$ cat src/rtl/polytris_pkg.sv
// Shared types and constants for the tetromino bag generator: piece ids,
// bitmap ROM, LFSR taps, bag mask and the filler FSM encoding.
package polytris_pkg;

   typedef logic [2:0] piece_id_t;

   localparam piece_id_t PIECE_I = 3'd0;
   localparam piece_id_t PIECE_O = 3'd1;
   localparam piece_id_t PIECE_T = 3'd2;
   localparam piece_id_t PIECE_S = 3'd3;
   localparam piece_id_t PIECE_Z = 3'd4;
   localparam piece_id_t PIECE_J = 3'd5;
   localparam piece_id_t PIECE_L = 3'd6;

   localparam int NUM_PIECES = 7;

   // 4x4 bitmaps, row-major, bit 15 is the top-left cell
   localparam logic [15:0] PIECE_ROM [NUM_PIECES] = '{
      16'h0F00,  // I
      16'h0660,  // O
      16'h04E0,  // T
      16'h06C0,  // S
      16'h0C60,  // Z
      16'h08E0,  // J
      16'h02E0   // L
   };

   localparam logic [15:0] LFSR_TAPS = 16'hB400;
   localparam logic [6:0]  BAG_FULL  = 7'h7F;

   typedef enum logic [1:0] {
      FILL_IDLE  = 2'd0,
      FILL_PICK  = 2'd1,
      FILL_PROBE = 2'd2,
      FILL_PUSH  = 2'd3
   } fill_state_t;

   function automatic logic [15:0] piece_bitmap(input piece_id_t id);
      logic [15:0] bits;
      bits = 16'h0000;
      for (int i = 0; i < NUM_PIECES; i++) begin
         if (id == piece_id_t'(i)) bits = PIECE_ROM[i];
      end
      return bits;
   endfunction

   function automatic logic [15:0] lfsr_step(input logic [15:0] s);
      return s[0] ? ((s >> 1) ^ LFSR_TAPS) : (s >> 1);
   endfunction

endpackage

$ cat src/rtl/piece_fifo.sv
// DEPTH x 3-bit synchronous preview FIFO; push and pop may share a cycle,
// with head and the entry behind it readable combinationally from storage.
module piece_fifo
   import polytris_pkg::*;
#(
   parameter int DEPTH = 4,
   parameter int CW    = $clog2(DEPTH + 1)
) (
   input  logic          clk,
   input  logic          rst_n,
   input  logic          push,
   input  piece_id_t     push_data,
   input  logic          pop,
   output piece_id_t     head_data,
   output piece_id_t     next_data,
   output logic [CW-1:0] count
);

   localparam int PW = $clog2(DEPTH);

   piece_id_t     mem [DEPTH];
   logic [PW-1:0] rd_ptr;
   logic [PW-1:0] wr_ptr;
   logic [PW-1:0] rd_ptr_inc;
   logic          do_push;
   logic          do_pop;

   function automatic logic [PW-1:0] ptr_inc(input logic [PW-1:0] p);
      return (p == PW'(DEPTH - 1)) ? '0 : p + PW'(1);
   endfunction

   // A push into a full FIFO is only legal when the head leaves in the same cycle
   assign do_pop     = pop && (count != '0);
   assign do_push    = push && ((count != CW'(DEPTH)) || do_pop);
   assign rd_ptr_inc = ptr_inc(rd_ptr);

   always_ff @(posedge clk) begin
      if (!rst_n) begin
         rd_ptr <= '0;
         wr_ptr <= '0;
         count  <= '0;
      end else begin
         if (do_push) wr_ptr <= ptr_inc(wr_ptr);
         if (do_pop)  rd_ptr <= rd_ptr_inc;
         case ({do_push, do_pop})
            2'b10:   count <= count + CW'(1);
            2'b01:   count <= count - CW'(1);
            default: count <= count;
         endcase
      end
   end

   always_ff @(posedge clk) begin
      if (do_push) mem[wr_ptr] <= push_data;
   end

   assign head_data = mem[rd_ptr];
   assign next_data = mem[rd_ptr_inc];

endmodule

$ cat src/rtl/piece_bag_generator.sv
// 7-bag tetromino source: free-running Galois LFSR, bag filler FSM and preview FIFO.
// Optional keyboard entropy mixing into the LFSR is enabled with PIECE_ENTROPY_MIX_EN.
module piece_bag_generator
   import polytris_pkg::*;
#(
   parameter int          DEPTH = 4,
   parameter logic [15:0] SEED  = 16'hACE1
) (
   input  logic        Clk,
   input  logic        Reset_n,
   input  logic [7:0]  generator_flag,
   input  logic [7:0]  keycode,
   output logic [15:0] game_piece,
   output logic [2:0]  piece_id,
   output logic [2:0]  next_piece_id,
   output logic        piece_valid,
   output logic [7:0]  pieces_dealt,
   output logic [15:0] random_noise
);

   localparam int CW = $clog2(DEPTH + 1);

   logic [15:0]   lfsr;
   logic [15:0]   lfsr_mix;
   logic [15:0]   lfsr_nxt;

   fill_state_t   state;
   fill_state_t   state_nxt;
   piece_id_t     idx;
   piece_id_t     idx_nxt;
   logic [6:0]    mask;
   logic [6:0]    mask_nxt;
   logic [6:0]    mask_upd;

   logic          flag_prev;
   logic          req;
   logic          pending;
   logic          pending_nxt;
   logic [7:0]    dealt;

   logic          fifo_push;
   logic          fifo_pop;
   piece_id_t     fifo_head;
   piece_id_t     fifo_next;
   logic [CW-1:0] fifo_count;

   logic          unused_flag_bits;

   assign unused_flag_bits = ^generator_flag[7:1];

   // ---------------------------------------------------------------- LFSR
`ifdef PIECE_ENTROPY_MIX_EN
   logic [7:0] key_prev;

   always_ff @(posedge Clk) begin
      if (!Reset_n) key_prev <= 8'h00;
      else          key_prev <= keycode;
   end

   always_comb begin
      lfsr_mix = lfsr_step(lfsr);
      if ((keycode != key_prev) && (keycode != 8'h00)) begin
         lfsr_mix = lfsr_mix ^ {keycode, keycode};
      end
   end
`else
   logic unused_keycode;

   assign unused_keycode = ^keycode;

   always_comb begin
      lfsr_mix = lfsr_step(lfsr);
   end
`endif

   // An all-zero state would lock the LFSR, so reseed instead
   assign lfsr_nxt = (lfsr_mix == 16'h0000) ? SEED : lfsr_mix;

   always_ff @(posedge Clk) begin
      if (!Reset_n) lfsr <= SEED;
      else          lfsr <= lfsr_nxt;
   end

   assign random_noise = lfsr;

   // ---------------------------------------------------------- Filler FSM
   always_ff @(posedge Clk) begin
      if (!Reset_n) begin
         state <= FILL_IDLE;
         idx   <= PIECE_I;
         mask  <= '0;
      end else begin
         state <= state_nxt;
         idx   <= idx_nxt;
         mask  <= mask_nxt;
      end
   end

   always_comb begin
      state_nxt = state;
      idx_nxt   = idx;
      mask_nxt  = mask;
      mask_upd  = mask;
      fifo_push = 1'b0;
      case (state)
         FILL_IDLE: begin
            if (fifo_count != CW'(DEPTH)) state_nxt = FILL_PICK;
         end
         FILL_PICK: begin
            idx_nxt   = piece_id_t'(lfsr[7:0] % 8'd7);
            state_nxt = FILL_PROBE;
         end
         FILL_PROBE: begin
            // The mask is never full here, so the scan ends within six steps
            if (!mask[idx]) state_nxt = FILL_PUSH;
            else            idx_nxt   = (idx == PIECE_L) ? PIECE_I : idx + 3'd1;
         end
         FILL_PUSH: begin
            fifo_push = 1'b1;
            mask_upd  = mask | (7'b1 << idx);
            mask_nxt  = (mask_upd == BAG_FULL) ? '0 : mask_upd;
            state_nxt = FILL_IDLE;
         end
         default: state_nxt = FILL_IDLE;
      endcase
   end

   // ------------------------------------------------------ Request handling
   assign req = generator_flag[0] & ~flag_prev;

   // A pending request is served once a piece lands; new requests meanwhile are dropped
   always_comb begin
      fifo_pop    = 1'b0;
      pending_nxt = pending;
      if (pending) begin
         if (fifo_count != '0) begin
            fifo_pop    = 1'b1;
            pending_nxt = 1'b0;
         end
      end else if (req) begin
         if (fifo_count != '0) fifo_pop    = 1'b1;
         else                  pending_nxt = 1'b1;
      end
   end

   always_ff @(posedge Clk) begin
      if (!Reset_n) begin
         flag_prev <= 1'b0;
         pending   <= 1'b0;
         dealt     <= 8'h00;
      end else begin
         flag_prev <= generator_flag[0];
         pending   <= pending_nxt;
         if (fifo_pop) dealt <= dealt + 8'd1;
      end
   end

   piece_fifo #(
      .DEPTH (DEPTH),
      .CW    (CW)
   ) u_fifo (
      .clk       (Clk),
      .rst_n     (Reset_n),
      .push      (fifo_push),
      .push_data (idx),
      .pop       (fifo_pop),
      .head_data (fifo_head),
      .next_data (fifo_next),
      .count     (fifo_count)
   );

   // -------------------------------------------------------------- Outputs
   assign piece_valid   = (fifo_count != '0);
   assign piece_id      = piece_valid ? fifo_head : PIECE_I;
   assign game_piece    = piece_valid ? piece_bitmap(fifo_head) : 16'h0000;
   assign next_piece_id = (fifo_count >= CW'(2)) ? fifo_next : PIECE_I;
   assign pieces_dealt  = dealt;

endmodule

$ cat config.mk
export PLATFORM = sky130hd
export DESIGN_NAME = piece_bag_generator
export DESIGN_NICKNAME = d
export VERILOG_FILES = /design/src/rtl/polytris_pkg.sv /design/src/rtl/piece_fifo.sv /design/src/rtl/piece_bag_generator.sv
export SDC_FILE = /design/constraint.sdc
export NUM_CORES = 1
export LEC_CHECK = 0
export CORE_MARGIN = 5
export CORE_UTILIZATION = 50
export DETAILED_ROUTE_END_ITERATION = 12
export DONT_BUFFER_PORTS = 1
export PLACE_DENSITY = 0.78
export SYNTH_ARGS = -nofsm -noshare
export SYNTH_HDL_FRONTEND = slang
export SYNTH_SLANG_ARGS = --single-unit
$ cat constraint.sdc
create_clock -name Clk -period 3.5 [get_ports Clk]
set_clock_uncertainty 0.15 [all_clocks]
set_input_delay 0.35 -clock Clk [delete_from_list [all_inputs] [get_ports Clk]]
set_output_delay 0.35 -clock Clk [all_outputs]
set_load 0.05 [all_outputs]
# Yosys cells after proc, flatten, opt, wreduce, memory -nomap -nowiden
# Memory sizes are Yosys's and may differ from the RTL's. A register that Yosys moved wholly into a read port is not among the register bits.
# Cells that the tools add are included.
# word_totals
in_bits	18
mem_count	1
output_inout_bits	47
ram_bits	12
word_cells	91
ff_bits	45
# mem_list
name	depth	width	rd	rd_clocked_by_memory_dff	wr	line	text
u_fifo.mem	4	3	2	1	1	piece_fifo.sv:21	piece_id_t mem [DEPTH];
# op_classes
muxes	34
bitwise	5
n_div	1
magnitude_cmp	2
n_reduce_logical	12
shifts	1
eq_ne	19
n_addsub	6
# ops
cell	count
16-bit two-way mux	6
12-bit two-way mux	3
16-bit zero test	1
3-bit equality test, second input constant	4
2-bit two-way mux	6
3-bit two-way mux	4
3-bit one-hot mux with 2 select lines	2
2-bit equality test, second input constant	5
1-bit two-way mux	10
8-bit by 1-bit adder with 8-bit output, second input constant	1
8-bit by 3-bit modulo with 8-bit output, second input constant	1
2-bit one-hot mux with 4 select lines	1
7-bit equality test, second input constant	1
7-bit two-way mux	1
7-bit OR	1
1-bit by 3-bit << shifter with 7-bit output, first input constant	1
3-bit by 1-bit adder with 3-bit output, second input constant	2
3-bit by 2-bit equality test with 1-bit output, second input constant	2
2-bit inequality test, second input constant	3
2-bit by 1-bit adder with 2-bit output, second input constant	2
2-bit by 1-bit equality test with 1-bit output, second input constant	2
3-bit by 4-bit < comparator with 1-bit output, second input constant	1
3-bit NOT with 4-bit output	1
2-bit AND reduction	2
14 further kinds	17

# Longest topological paths before layout
# Gate-level depths: netlist (run 1).
# logic_depth
word_depth	9
depth_mapped	15
mapped_depth_nobuf	15

# Cells and area by module
# Synthesis (run 1) repeated with hierarchy kept, for this count alone.
# unflattened
cells_unflattened	362
area_unflattened_um2	3445.8
# by_module_without_submodules
mod	instances	cells_per_inst	area_each_um2	seq_area_each_um2
piece_bag_generator	1	286	2432.3	760.7
piece_fifo	1	76	1013.5	540.5

# Least setup slack after synthesis (run 1)
# No wires, ideal clock.
# synth_timing
path_type	reg2reg
start	reg lfsr[5] (netlist: random_noise[5])
end	reg idx[0]
synth_period_minus_slack_ps	3602
setup_ps	79
slack_ps	-102
stages_incl_launch_ff	16
required_time_ps	3271
arrival_ps	3373
path_cell_list	dfxtp_1 -> inv_1 -> ha_1 -> nor2b_1 -> and3_2 -> nor2_4 -> o2111ai_1 -> o311ai_0 -> o21ai_0 -> ha_1 -> a21boi_0 -> mux2i_1 -> ha_1 -> inv_1 -> or3_1 -> o211ai_1
# synth_between
elab_chain_len	2
# synth_rtl
item	line	text
from (decl)	piece_bag_generator.sv:23	logic [15:0] lfsr;
from (signal assigned)	piece_bag_generator.sv:81	else lfsr <= lfsr_nxt;
8-bit by 3-bit modulo with 8-bit output	piece_bag_generator.sv:110	idx_nxt = piece_id_t'(lfsr[7:0] % 8'd7);
3-bit one-hot mux with 2 select lines	piece_bag_generator.sv:105	case (state)
to (signal assigned)	piece_bag_generator.sv:94	idx <= idx_nxt;
to (decl)	piece_bag_generator.sv:29	piece_id_t idx;
# No other way between the ends.
# A chain may end at the register's enable or synchronous reset.

# Worst setup path after layout (run 1)
# layout_timing
start	reg lfsr[5] (netlist: random_noise[5])
end	reg idx[1]
# Same word-level chain as after synthesis.

==> impl_summary.txt, run 1 <==
----------------------------------------------------
[Setup path]
  Critical path's slowest cell ... sky130_fd_sc_hd__dfxtp_2
  Delay of the slowest cell on the worst path ... 0.40 ns
  Worst-path maximum fanout ... 5
  Crit. End Element ... register
  Startpoint type of the worst setup path ... register
  Class of the most critical setup path ... register to register
  Most numerous cell on the critical path ... sky130_fd_sc_hd__nor2b_2
  Depth of the critical timing path with buffers and inverters included ... 14
  Cell class contributing the biggest share of worst-path delay ... compound AO/OA/AOI/OAI gates
  Buffering stage count on the worst path with inverters included ... 1
  Required time of the worst setup path ... 3.59 ns
  Critical-path cell list ... inv_2 -> ha_4 -> nor2b_2 -> and3_4 -> nor2_4 -> o2111ai_4 -> o21a_1 -> a2111oi_4 -> a21boi_2 -> mux2i_2 -> ha_2 -> nor2b_2 -> a221o_1 -> a221oi_2
  Worst Reg-to-Reg Cells ... 14
  Worst Path Arrival ... 3.57 ns

[Power and ir drop]
  Share of total power consumed by net switching ... 0.4331
  Power per unit of standard cell area ... 686.2 nW/µm²
  Int Pwr ... 1.729 mW
  Maximum vdd ir drop ... 0.0002631 V
  Combinational power share ... 0.457
  Clock network power share ... 0.224
  Total power after layout ... 3.050 mW
  LEAKAGE ... 1.760 nW
  Part of the total power dissipated in sequential elements ... 0.320
  Switching power ... 1.321 mW

[Clock network]
  Depth of the CTS H-tree ... 3
  Clock-pin slew reported for the worst setup and hold paths after clock tree synthesis ... 0.06 ns
  Skew-Pair Late Insertion Delay ... 0.33 ns
  CTS tree ... built
  Number of buffers inserted during clock tree synthesis ... 9
  Bufs on Longest Clock Path ... 2
  Number of sinks on the clock net ... 59
  Root Driver ... sky130_fd_sc_hd__clkbuf_8

[Timing]
  Setup repair after global routing missed its margin ... yes
  Pin slew with the least headroom to its limit ... 0.8909 ns
  Remaining max-slew budget at the tightest pin ... 0.4039
  Final critical-path share of the clock period ... 0.9919
  Worst-case setup margin in the final layout ... 0.02838 ns
  Final Hold Vio Count ... 0
  Accumulated negative setup slack ... 0 ns
  Final setup violation count ... 0
  Final critical-path required period ... 3.472 ns
  Worst hold margin ... 0.006694 ns
  Final Max Slew Viols ... 0
  Upper clock frequency limit ... 288.1 MHz

[Global routing]
  Via count of the first global-routing pass ... 2902
  Total overflow reported by the global router ... 0
  Pin count of the biggest net entering global routing ... 22
  Fraction of met3 tracks used by global routing ... 0.04066
  GR Layer Usage met1 ... 0.2322
  Global-route layer with the greatest usage ... met2
  All-layer global routing usage ... 0.1860
  Initial antenna violation count ... 0
  First-pass GRT wire length ... 13530 µm
  Met2 demand-to-capacity share in global routing ... 0.3186

[Placement]
  Dpl cell area ... 4014 µm²
  Detailed placement HPWL ... 6059 µm
  Port Buffers ... 0
  Routability congestion estimate from global placement ... 0.8475
  Pre-CTS setup slack ... -0.08702 ns

[Outcome]
  Outcome ... finished clean

[Floorplanning]
  Die area ... 9256 µm²
  Starting utilization of the core area ... 0.5123
  I/O pin count ... 65
  Area of the core ... 7253 µm²
  X dimension of the die ... 96.21 µm
  Overall die height ... 96.21 µm
  Number of placement rows ... 31

[Run]
  Reported max-cap violation count ... 0

[Finish]
  Fraction of layout cells with a size suffix above 1 ... 0.2527
  Final antenna diode count ... 0
  # fillers ... 553
  Layout Cell Area excl Fill ... 4444 µm²
  Sequential standard cell area ... 1308 µm²
  Layout overhead on the synthesized area ... 19.60%
  Area of combinational cells with multiple inputs ... 2246 µm²
  Final nets ... 489

[Logic synthesis]
  Synth Area per Inst ... 8.976 µm²
  Synth Cell Area ... 3716 µm²
  Portion of synthesized cell area occupied by the leading cell type ... 0.2532
  Instance count of the mapped netlist ... 414
  Dominant synthesized flop cell ... sky130_fd_sc_hd__dfxtp_1
  Largest area contributor in the netlist ... sky130_fd_sc_hd__dfxtp_1
  Number of different library cells in the post-synthesis netlist ... 73
  Top area cells in the synthesized netlist ... sky130_fd_sc_hd__dfxtp_1, sky130_fd_sc_hd__edfxtp_1, sky130_fd_sc_hd__ha_1
  Share of async-settable or async-resettable flops after synthesis ... 0
  Warning count from the yosys run ... 0
  Fraction of the yosys area taken by sequential cells ... 0.3502
  EDFF count, synth ... 12
  Register bit total from synthesis ... 59

[Routing]
  Final wirelength ... 8561 µm
  Post-detailed-route wirelength per cell ... 15.34 µm
  DRC violation count after routing ... 0
  Detailed Route Iter0 Violations ... 203
  1st-pass router iterations ... 4
  Post-route antenna net violation count ... 0
  Drt via density ... 5.588
  Vias after detailed routing ... 3118

[Min path]
  Hold crit path type ... input pin to register
  Hold Path Depth ... 1

----------------------------------------------------
timing repair:
item / CTS / global route
pin swaps: 1 / 10
buffers inserted: 3 / 3
endpoints found under the hold margin: 3 / 0
hold buffers: 3 / 0
gates resized for setup: 7 / 25
endpoints found under the setup margin: 3 / 3
kinds of logic after synthesis:
| group | count (synthesis) | synth area share |
|---|---|---|
| and+or+nand+nor | 154 | 0.2158 |
| AOI/OAI and AO/OA | 93 | 0.1832 |
| DFF | 59 | 0.3502 |
| buffers and inverters | 59 | 0.08552 |
| muxes | 19 | 0.07677 |
| adders and majority gates | 17 | 0.05926 |
| xor gates and xnor gates | 12 | 0.02828 |
| other | 1 | 0.001009 |
cell type report:
cell class | count | share of cell area
clock buffer | 11 | 0.03181
timing repair buffer | 59 | 0.1056
clock inverter | 5 | 0.01745
tap | 99 | 0.02787
inverter | 21 | 0.01774
sequential | 59 | 0.2942
multi-input combinational | 304 | 0.5053
per-layer routing:
metal / routed length [µm] / share of wire / up-vias
li1: - / - / 1528
met1: 3758 / 0.44 / 1489
met2: 4237 / 0.49 / 96
met3: 499 / 0.058 / 5
met4: 66 / 0.0077 / 0
met5: 0 / 0 / -
path summary, 6_finish.rpt:
check	endpoint	slack (ns)	startpoint
max	idx[1]	0.03	random_noise[5]
min	random_noise[3]	0.007	Reset_n
max reg2reg	idx[1]	0.03	random_noise[5]
min reg2reg	mask[3]	0.35	mask[3]
power by group through the flow:
stage / Sequential (mW) / Combinational (mW) / Clock [mW]
after detailed placement: 0.984 / 1.33 / 0
after global placement: 0.979 / 1.30 / 0
after floorplan: 0.910 / 1.11 / 0
after global routing: 0.991 / 1.51 / 0.723
final: 0.975 / 1.39 / 0.682
after CTS: 0.969 / 1.36 / 0.696
sequential cells by signal, indices dropped and copies added, names as in the netlist, named ones only:
| name | count |
|---|---|
| flag_prev | 1 |
| mask | 7 |
| idx | 3 |
| u_fifo.wr_ptr | 2 |
| u_fifo.rd_ptr | 2 |
| pieces_dealt | 8 |
| u_fifo.count | 3 |
| state | 2 |
| u_fifo.mem | 12 |
| pending | 1 |
| random_noise | 16 |
worst reg2reg max path, cell delays in order, from the launching register on:
cell	delay (ns)
sky130_fd_sc_hd__dfxtp_2	0.40
sky130_fd_sc_hd__inv_2	0.07
sky130_fd_sc_hd__ha_4	0.30
sky130_fd_sc_hd__nor2b_2	0.05
sky130_fd_sc_hd__and3_4	0.16
sky130_fd_sc_hd__nor2_4	0.23
sky130_fd_sc_hd__o2111ai_4	0.18
sky130_fd_sc_hd__o21a_1	0.27
sky130_fd_sc_hd__a2111oi_4	0.35
sky130_fd_sc_hd__a21boi_2	0.23
sky130_fd_sc_hd__mux2i_2	0.27
sky130_fd_sc_hd__ha_2	0.19
sky130_fd_sc_hd__nor2b_2	0.04
sky130_fd_sc_hd__a221o_1	0.33
sky130_fd_sc_hd__a221oi_2	0.16
per-stage QoR:
step / std cells / utilization
finish: 558 / 0.6127
global route: 558 / 0.6127
CTS: 555 / 0.5939
detailed placement: 533 / 0.5534
global placement: 533 / 0.5534
floorplan: 422 / -
synthesized netlist by cell type, drive strengths merged, types with 2 or more instances:
cell / instances
a2111oi: 2
nor2b: 11
mux4: 7
and3: 5
edfxtp: 12
mux2: 3
o221ai: 2
o31ai: 2
nor4: 2
dfxtp: 47
clkbuf: 10
inv: 21
a21boi: 2
a21oi: 24
and2: 16
nand3: 4
nor4b: 3
buf: 28
a211oi: 3
nand4: 7
or3: 4
o211ai: 3
a21o: 4
mux2i: 9
o21a: 3
o21ai: 22
nand3b: 3
nor2: 49
o311ai: 2
nor3: 7
ha: 16
nand2: 29
xnor2: 7
a311o: 2
a211o: 2
xor2: 5
a31oi: 8
nand2b: 9
placed cells by master, fill, tap and decap left out, drive strengths merged, types with 4 or more instances in the layout:
cell / netlist / final
nand3: 4 / 4
edfxtp: 12 / 12
mux2i: 9 / 9
nor2b: 11 / 11
clkbuf: 10 / 11
xor2: 5 / 5
nand2: 29 / 29
a21o: 4 / 4
conb: 1 / 9
buf: 28 / 56
and2: 16 / 16
nor2: 49 / 49
inv: 21 / 21
o21ai: 22 / 22
xnor2: 7 / 7
and3: 5 / 5
nand2b: 9 / 9
dfxtp: 47 / 47
ha: 16 / 16
nor3: 7 / 7
a31oi: 8 / 8
nand4: 7 / 7
or3: 4 / 4
a21oi: 24 / 24
mux4: 7 / 7
No activity file was read; power rests on OpenSTA's default activity.
==> run 2, diff against run 1 <==
--- a/config.mk
+++ b/config.mk
@@ -7,9 +7,11 @@
 export LEC_CHECK = 0
 export CORE_MARGIN = 5
 export CORE_UTILIZATION = 50
+export CTS_BUF_LIST = sky130_fd_sc_hd__clkbuf_4 sky130_fd_sc_hd__clkbuf_8
 export DETAILED_ROUTE_END_ITERATION = 12
 export DONT_BUFFER_PORTS = 1
 export PLACE_DENSITY = 0.78
+export SKIP_LAST_GASP = 1
 export SYNTH_ARGS = -nofsm -noshare
 export SYNTH_HDL_FRONTEND = slang
 export SYNTH_SLANG_ARGS = --single-unit
==> run 2 against run 1 <==
Effect of this change:
- worst hold slack got worse by 0.00054 ns
- sequential share of layout area barely moved
- critical endpoint unchanged
- clock power rose by 1%
- first-iteration DRC count rose by 3.4%
- global-route usage barely moved
- final cell count did not move
- sequential power barely moved
- core utilization barely moved
- setup slack improved by 0.0065 ns
- power rose by 0.33%
- critical path type unchanged
- maximum frequency rose by 0.19%
- die area did not move
==> impl_summary.txt, run 2 (synthesized netlist as in run 1, its figures left out) <==
----------------------------------------------------
[Timing]
  Pin slew with the least headroom to its limit ... 0.8909 ns (+0.000005841 ns)
  Accumulated negative setup slack ... 0 ns (unchanged)
  Upper clock frequency limit ... 288.6 MHz (+0.19%)
  Remaining max-slew budget at the tightest pin ... 0.4039 (about the same)
  Final setup violation count ... 0 (unchanged)
  Setup repair after global routing missed its margin ... yes
  Final critical-path required period ... 3.465 ns (-0.006455 ns)
  Final Hold Vio Count ... 0 (unchanged)
  Final critical-path share of the clock period ... 0.9900 (-0.001844)
  Worst-case setup margin in the final layout ... 0.03483 ns (+0.006455 ns)
  Final Max Slew Viols ... 0 (unchanged)

[Finish]
  Area of combinational cells with multiple inputs ... 2243 µm² (-0.11%)
  Final design utilization ... 0.6129 (about the same)
  Final nets ... 489 (unchanged)
  Layout overhead on the synthesized area ... 19.63% (about the same)
  Final antenna diode count ... 0 (unchanged)
  Layout Cell Area excl Fill ... 4446 µm² (about the same)
  Max FFs per register ... 16 (unchanged)
  # fillers ... 554 (+0.18%)
  Most common library cell in the layout ignoring fill and taps ... sky130_fd_sc_hd__buf_4
  Most used cells in the layout excluding fill and tap cells ... sky130_fd_sc_hd__buf_4, sky130_fd_sc_hd__nor2_1, sky130_fd_sc_hd__dfxtp_1
  Fraction of layout cells with a size suffix above 1 ... 0.2527 (unchanged)
  Sequential standard cell area ... 1308 µm² (unchanged)

[Power and ir drop]
  Switching power ... 1.325 mW (+0.31%)
  Part of the total power dissipated in sequential elements ... 0.319 (about the same)
  LEAKAGE ... 1.761 nW (about the same)
  Power per unit of standard cell area ... 688.3 nW/µm² (+0.30%)
  Share of total power consumed by net switching ... 0.4331 (about the same)
  Clock network power share ... 0.225 (about the same)
  Int Pwr ... 1.735 mW (+0.34%)
  Combinational power share ... 0.456 (about the same)
  Maximum vdd ir drop ... 0.0002630 V (about the same)
  Total power after layout ... 3.060 mW (+0.33%)

[Routing]
  1st-pass router iterations ... 5 (+1)
  Detailed Route Iter0 Violations ... 210 (+3.4%)
  Vias after detailed routing ... 3160 (+1.3%)
  DRC violation count after routing ... 0 (unchanged)
  Drt via density ... 5.663 (+1.3%)
  Post-detailed-route wirelength per cell ... 15.43 µm (+0.60%)
  Final wirelength ... 8612 µm (+0.60%)
  Post-route antenna net violation count ... 0 (unchanged)

[Setup path]
  Startpoint type of the worst setup path ... register
  Crit. End Element ... register
  Worst Path Arrival ... 3.56 ns (about the same)
  Required time of the worst setup path ... 3.60 ns (about the same)
  Class of the most critical setup path ... register to register
  Worst-path maximum fanout ... 4 (-1)

[Clock network]
  Number of buffers inserted during clock tree synthesis ... 9 (unchanged)
  Root Driver ... sky130_fd_sc_hd__clkbuf_8
  Number of sinks on the clock net ... 59 (unchanged)
  Depth of the CTS H-tree ... 3 (unchanged)
  CTS tree ... built
  Skew-Pair Late Insertion Delay ... 0.33 ns (about the same)
  Bufs on Longest Clock Path ... 2 (unchanged)
  Clock-pin slew reported for the worst setup and hold paths after clock tree synthesis ... 0.06 ns (about the same)

[Min path]
  Hold crit path type ... input pin to register

[Global routing]
  First-pass GRT wire length ... 13550 µm (+0.16%)
  Pin count of the biggest net entering global routing ... 22 (unchanged)
  Total overflow reported by the global router ... 0 (unchanged)
  All-layer global routing usage ... 0.1861 (about the same)
  Initial antenna violation count ... 0 (unchanged)
  Via count of the first global-routing pass ... 2908 (+0.21%)

[Floorplanning]
  X dimension of the die ... 96.21 µm (unchanged)
  Starting utilization of the core area ... 0.5123 (unchanged)
  Number of placement rows ... 31 (unchanged)
  Die area ... 9256 µm² (unchanged)
  Area of the core ... 7253 µm² (unchanged)
  Overall die height ... 96.21 µm (unchanged)
  I/O pin count ... 65 (unchanged)

[Placement]
  Routability congestion estimate from global placement ... 0.8475 (unchanged)
  Port Buffers ... 0 (unchanged)
  Detailed placement HPWL ... 6059 µm (unchanged)
  Dpl cell area ... 4014 µm² (unchanged)
  Pre-CTS setup slack ... -0.08702 ns (unchanged)

[Run]
  Reported max-cap violation count ... 0 (unchanged)

[Outcome]
  Outcome ... finished clean

----------------------------------------------------
[run 2: changes by cell type in the layout (fill, tap and decap cells not counted)]
cell | before | now
sky130_fd_sc_hd__clkbuf_1 | 1 | 0
sky130_fd_sc_hd__clkbuf_4 | 0 | 1
sky130_fd_sc_hd__nor2b_1 | 8 | 9
sky130_fd_sc_hd__nor2b_2 | 2 | 1
[run 2: metrics by stage]
step / std cells / hold slack [ns]
final: 558 / 0.006150
after global routing: 558 / -0.007050
after CTS: 555 / 0.003159
after detailed placement: 533 / 0.3300
after global placement: 533 / 0.3177
after floorplan: 422 / 0.2858
[run 2: worst paths after layout]
check	startpoint	end	slack, ns	depth (start not counted)
worst max-delay path	random_noise[6]	idx[1]	0.03	13
worst min register to register	mask[3]	mask[3]	0.35	2
worst max register to register	random_noise[6]	idx[1]	0.03	13
worst min-delay path	Reset_n	random_noise[3]	0.006	1
[run 2: power by group through the flow]
stage | Sequential, mW | Clock [mW] | Combinational, mW
final | 0.975 | 0.690 | 1.39
after global routing | 0.991 | 0.731 | 1.51
after CTS | 0.969 | 0.705 | 1.36
after detailed placement | 0.984 | 0 | 1.33
after global placement | 0.979 | 0 | 1.30
after floorplan | 0.910 | 0 | 1.11
[run 2: area by class of cell]
cell class | count | share of cell area
multi-input combinational | 304 | 0.5046
sequential | 59 | 0.2941
timing repair buffer | 59 | 0.1055
clock buffer | 11 | 0.03265
tap | 99 | 0.02786
inverter | 21 | 0.01773
clock inverter | 5 | 0.01745
[run 2: metal layers]
layer | global-route usage | wire, µm
met5 | 0 | 0
met4 | 0.05687 | 60
met3 | 0.04066 | 588
met2 | 0.3191 | 4236
met1 | 0.2322 | 3726
[run 2: repair_timing]
action,4_1_cts,5_1_grt
pin swaps,1,10
hold endpoints to repair,3,0
setup endpoints to repair,3,3
setup buffers,3,3
resized for setup,7,24
hold buffers,3,0
[run 2: worst max-delay path, cell delays in order, from the launching register on]
cell,delay (ns)
sky130_fd_sc_hd__dfxtp_4,0.37
sky130_fd_sc_hd__buf_8,0.15
sky130_fd_sc_hd__nor4b_4,0.26
sky130_fd_sc_hd__nand2_2,0.13
sky130_fd_sc_hd__a311o_1,0.41
sky130_fd_sc_hd__o211ai_4,0.25
sky130_fd_sc_hd__o21ai_2,0.10
sky130_fd_sc_hd__a2111oi_4,0.32
sky130_fd_sc_hd__a21boi_2,0.23
sky130_fd_sc_hd__mux2i_2,0.27
sky130_fd_sc_hd__ha_2,0.18
sky130_fd_sc_hd__nor2b_1,0.05
sky130_fd_sc_hd__a221o_1,0.34
sky130_fd_sc_hd__a221oi_2,0.16
==> run 3, diff against run 2 <==
--- a/config.mk
+++ b/config.mk
@@ -10,7 +10,7 @@
 export CTS_BUF_LIST = sky130_fd_sc_hd__clkbuf_4 sky130_fd_sc_hd__clkbuf_8
 export DETAILED_ROUTE_END_ITERATION = 12
 export DONT_BUFFER_PORTS = 1
-export PLACE_DENSITY = 0.78
+export PLACE_DENSITY = 0.75
 export SKIP_LAST_GASP = 1
 export SYNTH_ARGS = -nofsm -noshare
 export SYNTH_HDL_FRONTEND = slang
==> constraint.sdc (replaced) <==
create_clock -name Clk -period 3.2 [get_ports Clk]
set_clock_uncertainty 0.15 [all_clocks]
set_input_delay 0.32 -clock Clk [delete_from_list [all_inputs] [get_ports Clk]]
set_output_delay 0.32 -clock Clk [all_outputs]
set_load 0.05 [all_outputs]
==> run 3 against run 2 <==
Effect of this change:
- the run now ends with negative setup slack left
- power increased by 9.2%
- sequential power grew 9.7%
- highest routed layer unchanged
- die area stayed put
- non-clock buffer count grew 17
- global-route usage up 0.85 points
- clock power decreased by 3.6%
- combinational power rose by 16%
- design area rose by 3.2%
- final cell count grew 3.0%
- clock-buffer cell count is 1 lower
- maximum frequency down 1.3%
==> impl_summary.txt, run 3 (synthesized netlist as in run 1, its figures left out) <==
----------------------------------------------------
[Min path]
  Hold crit path type ... input pin to register
  Worst hold path startpoint ... Reset_n
  Hold Path Depth ... 2 (+1)

[Finish]
  Final nets ... 506 (+3.5%)
  Most used cells in the layout excluding fill and tap cells ... sky130_fd_sc_hd__buf_4, sky130_fd_sc_hd__nor2_1, sky130_fd_sc_hd__dfxtp_1
  Layout overhead on the synthesized area ... 23.47%
  Max FFs per register ... 16 (unchanged)
  Most common library cell in the layout ignoring fill and taps ... sky130_fd_sc_hd__buf_4
  Fraction of layout cells with a size suffix above 1 ... 0.2752 (+0.02249)
  Final antenna diode count ... 0 (unchanged)
  Layout Cell Area excl Fill ... 4588 µm² (+3.2%)

[Floorplanning]
  Area of the core ... 7253 µm² (unchanged)
  X dimension of the die ... 96.21 µm (unchanged)
  Die area ... 9256 µm² (unchanged)
  Starting utilization of the core area ... 0.5123 (unchanged)
  Overall die height ... 96.21 µm (unchanged)
  I/O pin count ... 65 (unchanged)
  Number of placement rows ... 31 (unchanged)

[Clock network]
  Bufs on Longest Clock Path ... 2 (unchanged)
  Depth of the CTS H-tree ... 3 (unchanged)
  Root Driver ... sky130_fd_sc_hd__clkbuf_8
  Clock-pin slew reported for the worst setup and hold paths after clock tree synthesis ... 0.07 ns (about the same)
  Number of sinks on the clock net ... 59 (unchanged)
  Number of buffers inserted during clock tree synthesis ... 9 (unchanged)
  CTS tree ... built
  Skew-Pair Late Insertion Delay ... 0.33 ns (about the same)

[Routing]
  Final wirelength ... 8594 µm (-0.21%)
  Vias after detailed routing ... 3204 (+1.4%)
  Detailed Route Iter0 Violations ... 170 (-19%)
  Drt via density ... 5.572 (-1.6%)
  1st-pass router iterations ... 5 (unchanged)
  Post-detailed-route wirelength per cell ... 14.95 µm (-3.2%)
  DRC violation count after routing ... 0 (unchanged)
  Post-route antenna net violation count ... 0 (unchanged)

[Timing]
  Final critical-path share of the clock period ... 1.098 (+0.1075)
  Accumulated negative setup slack ... -0.4847 ns (-0.4847 ns)
  Pin slew with the least headroom to its limit ... 0.6611 ns (-0.2298 ns)
  Final setup violation count ... 3 (+3)
  Final Max Slew Viols ... 0 (unchanged)
  Remaining max-slew budget at the tightest pin ... 0.5588 (+0.1549)
  Worst-case setup margin in the final layout ... -0.3123 ns (-0.3471 ns)
  Upper clock frequency limit ... 284.7 MHz (-1.3%)
  Final critical-path required period ... 3.512 ns (+0.04714 ns)
  Setup repair after global routing missed its margin ... yes
  Final Hold Vio Count ... 0 (unchanged)

[Placement]
  Routability congestion estimate from global placement ... 0.8567 (+1.1%)
  Dpl cell area ... 4150 µm² (+3.4%)
  Port Buffers ... 0 (unchanged)
  Detailed placement HPWL ... 6284 µm (+3.7%)
  Pre-CTS setup slack ... -0.1992 ns (-0.1122 ns)

[Global routing]
  Via count of the first global-routing pass ... 3143 (+8.1%)
  First-pass GRT wire length ... 14040 µm (+3.6%)
  Initial antenna violation count ... 0 (unchanged)
  All-layer global routing usage ... 0.1946 (+0.008530)
  Total overflow reported by the global router ... 0 (unchanged)
  Pin count of the biggest net entering global routing ... 22 (unchanged)

[Power and ir drop]
  Maximum vdd ir drop ... 0.0002233 V (-15%)
  Part of the total power dissipated in sequential elements ... 0.319 (about the same)
  LEAKAGE ... 1.833 nW (+4.1%)
  Combinational power share ... 0.482 (+0.026)
  Switching power ... 1.477 mW (+11%)
  Power per unit of standard cell area ... 728.1 nW/µm² (+5.8%)
  Share of total power consumed by net switching ... 0.4422 (+0.009106)
  Int Pwr ... 1.864 mW (+7.4%)
  Clock network power share ... 0.199 (-0.026)

[Setup path]
  Required time of the worst setup path ... 3.30 ns (-0.30 ns)
  Class of the most critical setup path ... register to register
  Reg-to-reg critical path startpoint ... random_noise[5]
  Worst-path maximum fanout ... 7 (+3)
  Crit. End Element ... register
  Worst Reg-to-Reg Cells ... 15 (+2)
  Launching instance or port of the critical path ... random_noise[5]
  Worst Path Arrival ... 3.61 ns (+0.05 ns)
  Startpoint type of the worst setup path ... register

[Run]
  Reported max-cap violation count ... 0 (unchanged)

[Outcome]
  Outcome ... finished, violations left
  Violated checks ... negative setup slack

----------------------------------------------------
[run 3: final timing paths]
path | endpoint | slack, ns
max reg2reg | idx[1] | -0.31
min | idx[2] | 0.02
max | idx[1] | -0.31
min reg2reg | register | 0.35
[run 3: area by class of cell]
class                   count  area (µm²)
well taps                  99       123.9
clock buffers              10       131.4
flip-flops and latches     59        1309
multi-input cells         304        2276
clock inverters             6       65.06
fillers                   587        2665
inverters                  21       81.33
repair buffers             76       601.8
[run 3: critical path, stage by stage (launching register included)]
cell	delay, ns
sky130_fd_sc_hd__dfxtp_4	0.37
sky130_fd_sc_hd__ha_4	0.19
sky130_fd_sc_hd__buf_6	0.12
sky130_fd_sc_hd__nand3b_1	0.11
sky130_fd_sc_hd__a21oi_1	0.08
sky130_fd_sc_hd__a311o_1	0.38
sky130_fd_sc_hd__o211ai_4	0.25
sky130_fd_sc_hd__buf_6	0.15
sky130_fd_sc_hd__mux2i_1	0.22
sky130_fd_sc_hd__nand3_1	0.12
sky130_fd_sc_hd__o21ai_0	0.27
sky130_fd_sc_hd__mux2i_2	0.15
sky130_fd_sc_hd__ha_2	0.35
sky130_fd_sc_hd__nor2b_2	0.04
sky130_fd_sc_hd__a221o_1	0.31
sky130_fd_sc_hd__a221oi_2	0.16
[run 3: per-layer routing]
layer / part of all wire / GRT usage
met1: 0.43 / 0.2240
met2: 0.49 / 0.3353
met4: 0.017 / 0.08412
met3: 0.059 / 0.05473
met5: 0 / 0
[run 3: timing repair]
| item | 4_1_cts | 5_1_grt |
|---|---|---|
| hold endpoints to repair | 7 | 0 |
| setup buffers | 9 | 2 |
| gates resized for setup | 6 | 9 |
| pin swaps | 12 | 2 |
| setup endpoints to repair | 3 | 4 |
| hold buffers | 8 | 0 |
[run 3: stage by stage]
stage               instances  hold WS (ns)  power, mW  utilization
floorplan                 422        0.2858      2.236            -
global placement          540        0.2943      2.543       0.5722
detailed placement        540        0.2957      2.588       0.5722
CTS                       573      0.003674      3.315       0.6229
global route              575       0.03155      3.540       0.6326
finish                    575       0.02058      3.341       0.6326
[run 3: power by group through the flow]
stage / registers, mW / clock network, mW / logic [mW]
floorplan: 0.996 / 0 / 1.24
global placement: 1.07 / 0 / 1.47
detailed placement: 1.08 / 0 / 1.51
CTS: 1.06 / 0.679 / 1.57
global route: 1.09 / 0.718 / 1.74
finish: 1.07 / 0.665 / 1.61
